<file path="src/rtl/fifo_rd_scheduler_pkg.sv">
// Shared types and helpers for the round-robin FIFO read scheduler.
package fifo_sched_pkg;

  localparam int MAX_PORTS   = 32;
  localparam int MAX_PORT_W  = 5;

  typedef enum logic {
    IDLE  = 1'b0,
    BURST = 1'b1
  } sched_state_t;

  // First requesting index after 'last', wrapping at num_ports; 'last' if none request.
  function automatic int rr_next(input logic [MAX_PORTS-1:0] req,
                                 input int last,
                                 input int num_ports);
    int idx;
    rr_next = last;
    for (int k = MAX_PORTS; k >= 1; k--) begin
      if (k <= num_ports) begin
        idx = (last + k) % num_ports;
        if (req[idx[MAX_PORT_W-1:0]]) begin
          rr_next = idx;
        end
      end
    end
  endfunction

  function automatic int clamp_burst(input int len, input int max_len);
    if (len <= 0) begin
      return 1;
    end
    if (len > max_len) begin
      return max_len;
    end
    return len;
  endfunction

endpackage

</file>
<file path="src/rtl/fifo_rd_scheduler_if.sv">
// FIFO-side and stream-side signals of the read scheduler.
interface fifo_rd_scheduler_if #(
  parameter int NUM_PORTS = 4,
  parameter int WIDTH     = 8,
  parameter int PORT_W    = $clog2(NUM_PORTS)
);

  logic [NUM_PORTS-1:0]            fifo_empty;
  logic [NUM_PORTS-1:0][WIDTH-1:0] fifo_data;
  logic [NUM_PORTS-1:0]            fifo_rd;
  logic                            out_valid;
  logic                            out_ready;
  logic [WIDTH-1:0]                out_data;
  logic [PORT_W-1:0]               out_port;

  modport master (
    input  fifo_empty, fifo_data, out_ready,
    output fifo_rd, out_valid, out_data, out_port
  );

  modport slave (
    output fifo_empty, fifo_data, out_ready,
    input  fifo_rd, out_valid, out_data, out_port
  );

endinterface

</file>
<file path="src/rtl/fifo_rd_scheduler_rr_pick.sv">
// Combinational round-robin picker: first requester after 'last', wrapping.
module fifo_rr_pick
  import fifo_sched_pkg::*;
#(
  parameter int NUM_PORTS = 4,
  parameter int PORT_W    = $clog2(NUM_PORTS)
) (
  input  logic [NUM_PORTS-1:0] req,
  input  logic [PORT_W-1:0]    last,
  output logic                 any,
  output logic [PORT_W-1:0]    idx
);

  logic [MAX_PORTS-1:0] req_pad;

  generate
    for (genvar gi = 0; gi < MAX_PORTS; gi++) begin : g_pad
      if (gi < NUM_PORTS) begin : g_used
        assign req_pad[gi] = req[gi];
      end else begin : g_unused
        assign req_pad[gi] = 1'b0;
      end
    end
  endgenerate

  assign any = |req;
  assign idx = PORT_W'(rr_next(req_pad, int'(last), NUM_PORTS));

endmodule

</file>
<file path="src/rtl/fifo_rd_scheduler.sv">
// Round-robin burst scheduler draining NUM_PORTS show-ahead FIFOs into one valid/ready stream.
module fifo_rd_scheduler
  import fifo_sched_pkg::*;
#(
  parameter int NUM_PORTS = 4,
  parameter int WIDTH     = 8,
  parameter int MAX_BURST = 8,
  parameter int PORT_W    = $clog2(NUM_PORTS),
  parameter int BL_W      = $clog2(MAX_BURST + 1)
) (
  input  logic              clk,
  input  logic              rst,
  input  logic              enable,
  input  logic [BL_W-1:0]   burst_len,
  fifo_rd_scheduler_if.master bus,
  output logic              busy
);

  sched_state_t      state_reg, state_next;
  logic [PORT_W-1:0] grant_reg, grant_next;
  logic [PORT_W-1:0] last_grant_reg, last_grant_next;
  logic [BL_W-1:0]   beat_cnt_reg, beat_cnt_next;
  logic [BL_W-1:0]   target_reg, target_next;
  logic              out_valid_reg, out_valid_next;
  logic [WIDTH-1:0]  out_data_reg, out_data_next;
  logic [PORT_W-1:0] out_port_reg, out_port_next;

  logic [NUM_PORTS-1:0] req;
  logic                 pick_any;
  logic [PORT_W-1:0]    pick_idx;
  logic                 head_empty;
  logic                 can_accept;
  logic                 pop;
  logic                 last_beat;
  logic                 burst_end;

  assign req = ~bus.fifo_empty;

  fifo_rr_pick #(
    .NUM_PORTS (NUM_PORTS),
    .PORT_W    (PORT_W)
  ) u_pick (
    .req  (req),
    .last (last_grant_reg),
    .any  (pick_any),
    .idx  (pick_idx)
  );

  // The output register can take a new beat when empty or being drained this cycle.
  assign head_empty = bus.fifo_empty[grant_reg];
  assign can_accept = !out_valid_reg || bus.out_ready;
  assign pop        = (state_reg == BURST) && enable && !head_empty && can_accept;
  assign last_beat  = (beat_cnt_reg + BL_W'(1)) == target_reg;
  assign burst_end  = !enable || (head_empty && can_accept) || (pop && last_beat);

  always_ff @(posedge clk or posedge rst) begin
    if (rst) begin
      state_reg      <= IDLE;
      grant_reg      <= '0;
      last_grant_reg <= PORT_W'(NUM_PORTS - 1);
      beat_cnt_reg   <= '0;
      target_reg     <= '0;
      out_valid_reg  <= 1'b0;
      out_data_reg   <= '0;
      out_port_reg   <= '0;
    end else begin
      state_reg      <= state_next;
      grant_reg      <= grant_next;
      last_grant_reg <= last_grant_next;
      beat_cnt_reg   <= beat_cnt_next;
      target_reg     <= target_next;
      out_valid_reg  <= out_valid_next;
      out_data_reg   <= out_data_next;
      out_port_reg   <= out_port_next;
    end
  end

  always_comb begin
    state_next      = state_reg;
    grant_next      = grant_reg;
    last_grant_next = last_grant_reg;
    beat_cnt_next   = beat_cnt_reg;
    target_next     = target_reg;
    out_valid_next  = out_valid_reg;
    out_data_next   = out_data_reg;
    out_port_next   = out_port_reg;

    case (state_reg)
      IDLE: begin
        if (enable && pick_any) begin
          state_next    = BURST;
          grant_next    = pick_idx;
          target_next   = BL_W'(clamp_burst(int'(burst_len), MAX_BURST));
          beat_cnt_next = '0;
        end
      end
      BURST: begin
        if (pop) begin
          beat_cnt_next = beat_cnt_reg + BL_W'(1);
        end
        if (burst_end) begin
          state_next      = IDLE;
          last_grant_next = grant_reg;
          beat_cnt_next   = '0;
        end
      end
      default: begin
        state_next = IDLE;
      end
    endcase

    if (pop) begin
      out_valid_next = 1'b1;
      out_data_next  = bus.fifo_data[grant_reg];
      out_port_next  = grant_reg;
    end else if (bus.out_ready) begin
      out_valid_next = 1'b0;
    end
  end

  always_comb begin
    bus.fifo_rd = '0;
    if (pop) begin
      bus.fifo_rd[grant_reg] = 1'b1;
    end
    bus.out_valid = out_valid_reg;
    bus.out_data  = out_data_reg;
    bus.out_port  = out_port_reg;
    busy          = (state_reg != IDLE) || out_valid_reg;
  end

endmodule
</file>
<file path="src/flat_wrapper.sv">
// flat-port wrapper written by rule: the top's interface ports become plain ports
module fifo_rd_scheduler_flat import fifo_sched_pkg::*;
#(
  parameter int NUM_PORTS = 4,
  parameter int WIDTH     = 8,
  parameter int MAX_BURST = 8,
  parameter int PORT_W    = $clog2(NUM_PORTS),
  parameter int BL_W      = $clog2(MAX_BURST + 1)
)
  (clk, rst, enable, burst_len, busy, bus_fifo_empty, bus_fifo_data, bus_out_ready, bus_fifo_rd, bus_out_valid, bus_out_data, bus_out_port);
  fifo_rd_scheduler_if #(.NUM_PORTS(NUM_PORTS), .WIDTH(WIDTH), .PORT_W(PORT_W)) bus_i ();
  input  logic clk;
  input  logic rst;
  input  logic enable;
  input  logic [BL_W-1:0] burst_len;
  output logic busy;
  input wire logic [$bits(bus_i.fifo_empty)-1:0] bus_fifo_empty;
  input wire logic [$bits(bus_i.fifo_data)-1:0] bus_fifo_data;
  input wire logic [$bits(bus_i.out_ready)-1:0] bus_out_ready;
  output wire logic [$bits(bus_i.fifo_rd)-1:0] bus_fifo_rd;
  output wire logic [$bits(bus_i.out_valid)-1:0] bus_out_valid;
  output wire logic [$bits(bus_i.out_data)-1:0] bus_out_data;
  output wire logic [$bits(bus_i.out_port)-1:0] bus_out_port;
  assign bus_i.fifo_empty = bus_fifo_empty;
  assign bus_i.fifo_data = bus_fifo_data;
  assign bus_i.out_ready = bus_out_ready;
  assign bus_fifo_rd = bus_i.fifo_rd;
  assign bus_out_valid = bus_i.out_valid;
  assign bus_out_data = bus_i.out_data;
  assign bus_out_port = bus_i.out_port;
  fifo_rd_scheduler #(.NUM_PORTS(NUM_PORTS), .WIDTH(WIDTH), .MAX_BURST(MAX_BURST), .PORT_W(PORT_W), .BL_W(BL_W)) u_core (.clk(clk), .rst(rst), .enable(enable), .burst_len(burst_len), .bus(bus_i), .busy(busy));
endmodule
</file>
<file path="config.mk">
export PLATFORM = sky130hd
export DESIGN_NAME = fifo_rd_scheduler_flat
export DESIGN_NICKNAME = d
export VERILOG_FILES = /design/src/rtl/fifo_rd_scheduler_pkg.sv /design/src/rtl/fifo_rd_scheduler_if.sv /design/src/rtl/fifo_rd_scheduler_rr_pick.sv /design/src/rtl/fifo_rd_scheduler.sv /design/src/flat_wrapper.sv
export SDC_FILE = /design/constraint.sdc
export NUM_CORES = 1
export LEC_CHECK = 0
export CAP_MARGIN = 20
export CORE_ASPECT_RATIO = 1.4
export CORE_MARGIN = 5
export CORE_UTILIZATION = 47
export DETAILED_ROUTE_END_ITERATION = 8
export PLACE_DENSITY = 0.86
export SLEW_MARGIN = 0
export SYNTH_ARGS = -nofsm -noshare
export SYNTH_HDL_FRONTEND = slang
export SYNTH_SLANG_ARGS = --single-unit
</file>
<file path="constraint.sdc">
create_clock -name clk -period 4 [get_ports clk]
set_input_delay 1.2 -clock clk [delete_from_list [all_inputs] [get_ports clk]]
set_output_delay 1.2 -clock clk [all_outputs]
set_load 0.05 [all_outputs]
</file>
## After elaboration in Yosys (flattened, before gate mapping)

Index checks and enable logic that the tools add are counted.

- Add/subtract/negate cells: 5
- Multipliers: 0
- Divide/modulo/power cells: 0
- Magnitude comparators: 8
- Equal/unequal tests: 3
- Shift operators: 0
- Mux-type cells: 39
- Bitwise logic cells: 6
- Reduce and logical (&&, ||, !) cells: 23

Operator list:

| operator | number |
|---|---|
| two-way mux 4 bit | 7 |
| < comparator 5 x 6 -> 1 bit, second input constant | 4 |
| two-way mux 1 bit | 18 |
| binary-select mux 8 bit (select 2 bit) | 1 |
| binary-select mux 1 bit (select 3 bit) | 4 |
| two-way mux 2 bit | 4 |
| two-way mux 8 bit | 1 |
| case mux 4 bit (2 select lines) | 1 |
| OR reduction 2 bit | 4 |
| logical AND 1 bit | 7 |
| AND reduction 2 bit | 3 |
| adder 2 x 1 -> 2 bit, second input constant | 2 |
| adder 2 bit, second input constant | 2 |
| adder 4 x 1 -> 4 bit, second input constant | 1 |
| AND 1 bit, first input constant | 4 |
| equality test 4 bit | 1 |
| greater-than comparator 4 bit, second input constant | 1 |
| less-or-equal comparator 4 x 1 -> 1 bit, second input constant | 1 |
| logical OR 1 bit | 4 |
| NOT 4 bit | 1 |
| OR reduction 4 bit | 1 |
| zero test 1 bit | 3 |
| < comparator 2 x 3 -> 1 bit, second input constant | 1 |
| != test 3 bit, second input constant | 1 |
| 7 further kinds | 7 |

- Register bits: 24
- Bits in latches: 0
- Bits in writable memories: 0
- Bits in read-only memories: 0
- Input bits: 44
- Output and inout port bits: 16
- Word-level logic and storage cells: 92
- Memories: 0

## Depth between registers and ports, before layout

- Depth after elaboration: 10
- Mapped depth: 7

## Cells and area by module

A second synthesis with hierarchy kept.

- Cell total of the unflattened synthesis: 125
- Area, all modules: 1485.2 µm²

By module, submodules not included:

| module | times used | cells an instance | area an instance (µm²) | sequential area each (µm²) |
|---|---|---|---|---|
| fifo_rd_scheduler | 1 | 111 | 1412.6 | 603.1 |
| fifo_rr_pick | 1 | 14 | 72.6 | 0.0 |

## Worst setup path after synthesis

OpenSTA, ideal clock, no wires.

- Path kind: in2out
- Start: input port bus_fifo_empty[3]
- End: output port bus_fifo_rd[0]
- Data arrival time: 2.954 ns
- Data required time: 2.800 ns
- Slack: -0.154 ns
- Stages: 5
- Buffers on the path: 1
- Cells stage by stage: mux2i_2 a22oi_4 or2_1 buf_2 nor3_1

- Longest elaborated chain between the ends: 6

RTL lines:

| element | line | source |
|---|---|---|
| start, declared | flat_wrapper.sv:17 | `input wire logic [$bits(bus_i.fifo_empty)-1:0] bus_fifo_empty;` |
| binary-select mux 1 bit (select 2 bit) | fifo_rd_scheduler.sv:50 | `assign head_empty = bus.fifo_empty[grant_reg];` |
| two-way mux 1 bit (implied by the code) | fifo_rd_scheduler.sv:50 |  |
| zero test 1 bit | fifo_rd_scheduler.sv:52 | `assign pop = (state_reg == BURST) && enable && !head_empty && can_accept;` |
| logical AND 1 bit (2 in a row) | fifo_rd_scheduler.sv:52 |  |
| two-way mux 4 bit | fifo_rd_scheduler.sv:123 | `if (pop) begin` |
| end, declared | flat_wrapper.sv:20 | `output wire logic [$bits(bus_i.fifo_rd)-1:0] bus_fifo_rd;` |

Every way passes these cells. The select of a mux whose other input is x is not followed.

## Worst setup path in the final report

- Start: input port bus_fifo_empty[3]
- End: output port bus_fifo_rd[1]

The elaborated chain is that of the path after synthesis.

==> results by group <==
Run status
  – Status: complete, no violations

Finish
  – Layout Nets: 243
  – Fin util: 0.737
  – Layout cells sized above 1: 0.223
  – Max FFs per register: 8
  – Fin cells: 236
  – Final Cell Area: 2280 um2
  – Synth-to-layout area growth: 51.5%
  – Multi-input logic area: 861 um2
  – Register area: 603 um2
  – N_diodes: 0
  – Fillers: 216

Timing
  – F_max: 256 MHz
  – Final WS setup: 0.101 ns
  – Final Hold Fails: 0
  – Worst Skew: 0.00368 ns
  – Max-slew violations: 0
  – Setup violations, final: 0
  – Min Tclk post-route: 3.90 ns
  – Period utilization: 0.975
  – Setup repair after global routing missed its margin: no
  – Total negative slack: 0 ns
  – Worst slew pin tran: 0.887 ns
  – Worst hold margin: 0.502 ns
  – Slew margin rel.: 0.408

Critical path
  – Critical path depth: 6
  – Crit path largest cell delay: 0.45 ns
  – Cells on worst reg2reg path: 6
  – CP bufs+invs: 2
  – Largest delay share family, worst path: buffers and inverters
  – Slowest CP cell: clkdlybuf4s50_1
  – Critical Path, Cell by Cell: clkdlybuf4s50_1 > mux2i_2 > a22oi_4 > or2_4 > nor3_4 > buf_12
  – Startpoint Class: input port
  – Endpoint type of the worst setup path: output pin
  – Setup CP Type: input port to output pin
  – Worst-path fanout max: 4
  – Worst Path Arrival: 2.70 ns
  – Worst Path Required: 2.80 ns

Placement
  – DP Area: 2220 um2
  – Placed Instances: 232
  – I/O Buffers: 59
  – DP HPWL: 3280 um
  – Pre-CTS setup slack: 0.0363 ns
  – RD Place Congestion: 0.912

Synthesis
  – Synth top area cells: dfrtp_1 37%, mux4_2 12%, mux2_1 6.7%, nand2_1 4.5%, dfstp_2 3.5%
  – Post-synthesis sequential area ratio: 0.401
  – Synth warnings: 0
  – Avg Cell Area, Syn: 11.5 um2
  – Post-synth ARST share: 1.00
  – Yosys cell types: 42
  – Top-area cell type share of the netlist area: 0.366
  – Mapped Cells: 131
  – Cell Area, Synth: 1510 um2
  – FF+latch count, synth: 24
  – Largest area contributor in the netlist: dfrtp_1
  – Top_reg_cell synth: dfrtp_1
  – Synth cell count leaders: 22 x dfrtp_1, 18 x nand2_1, 9 x mux2_1
  – Syn nets: 176
  – Cell with the most instances after synthesis: dfrtp_1
  – Post-synth EDFFs: 0

Clock tree
  – Worst-Skew Late Latency: 0.27 ns
  – Clock tree root driver cell: clkbuf_8
  – Clk sinks: 24
  – Htree depth: 1
  – Setup Fix Bufs, Post-CTS: 0
  – Cts bufs inserted: 3
  – CTS tree: built
  – Worst-path clk slew: 0.08 ns
  – Worst-case clock buffer depth: 2

Power and ir drop
  – Tot Pwr: 1.46 mW
  – Pwr dens: 641 nW/um2
  – LEAKAGE: 0.971 nW
  – Peak supply drop: 0.000406 V

Route
  – First-iteration detailed-routing DRC count: 40
  – Detailed-route via count: 1293
  – DRT Pass-1 Iters: 4
  – WL per Instance: 17.3 um
  – Vias per inst: 5.48
  – DRT Wirelength: 4090 um
  – Number of remaining DRC errors: 0
  – Antenna Nets Post-Route: 0

Worst hold path
  – Worst hold path class: register to register
  – Hold path cells: 1

Die
  – Row count: 24
  – Core area: 3090 um2
  – Starting Density: 0.487
  – Chip height: 77.0 um
  – Die span in x: 57.8 um
  – # IOs: 60
  – Die Area: 4450 um2

Global routing
  – Vias in the first global route: 1423
  – Grt ovf: 0
  – Initial antenna violation count: 0
  – GRT Util Overall: 0.189
  – First-pass GRT wire length: 6640 um
  – Largest net degree at the start of global routing: 25

Flow run
  – Max_cap viols: 0
-- routing by layer --
| layer | share of wire | global-route usage |
|---|---|---|
| met1 | 0.37 | 0.203 |
| met2 | 0.53 | 0.355 |
| met3 | 0.084 | 0.0387 |
| met4 | 0.017 | 0.0626 |
| met5 | 0 | 0 |
-- cells in the final DEF, fill, tap and decap left out, drive strengths merged --
cell type	Yosys	routed
a22o	2	2
and3b	1	1
and3	1	1
o22ai	1	1
nand2b	3	3
dfstp	2	2
dfrtp	22	22
a22oi	1	1
inv	4	4
nor3	4	4
mux2	13	13
a31oi	1	1
nand3	2	2
clkdlybuf4s50	0	55
a21oi	5	5
ha	1	1
or2	2	2
xor2	1	1
clkbuf	1	4
a21o	2	2
nor2	9	9
xnor2	3	3
o31ai	1	1
mux4	8	8
o21ai	8	8
buf	5	13
nand4	1	1
nand2	18	18
nor2b	2	2
mux2i	4	4
xor3	1	1
a211oi	2	2
-- area by class of cell --
cell class	instances	area share
Clock buffer	4	0.0241
Inverter	4	0.00658
Multi-Input combinational cell	97	0.377
Sequential cell	24	0.264
Tap cell	39	0.0214
Timing Repair Buffer	68	0.306
-- path summary, 6_finish.rpt --
kind / endpoint / from / slack (ns)
max reg2reg: u_core.last_grant_reg[1] / u_core.beat_cnt_reg[0] / 2.07
max: bus_fifo_rd[1] / bus_fifo_empty[3] / 0.10
max in group asynchronous: u_core.grant_reg[1] / rst / 2.03
min: u_core.bus.out_data[5] / u_core.bus.out_data[5] / 0.50
min reg2reg: u_core.bus.out_data[5] / u_core.bus.out_data[5] / 0.50
min in group asynchronous: u_core.bus.out_data[4] / rst / 1.42
-- cells by family (layout without fill, tap and decap cells) --
group | after synthesis | after routing | synth area share
flip-flops | 24 | 24 | 0.401
buffers and inverters | 10 | 76 | 0.0366
XOR/XNOR | 5 | 5 | 0.0449
multiplexers | 25 | 25 | 0.249
adder cells (fa/ha/maj) | 1 | 1 | 0.00831
AND/OR/NAND/NOR | 43 | 43 | 0.146
AO/OA/AOI/OAI | 23 | 23 | 0.115
-- repair_timing --
item,4_1_cts,5_1_grt
endpoints found under the setup margin,0,1
gates resized for setup,0,2
hold buffers,0,0
-- where the power goes --
part	switching, mW	internal (mW)
combinational	0.491	0.386
sequential	0.0771	0.344
clock	0.0764	0.0880
No activity file was read; power rests on OpenSTA's default activity.
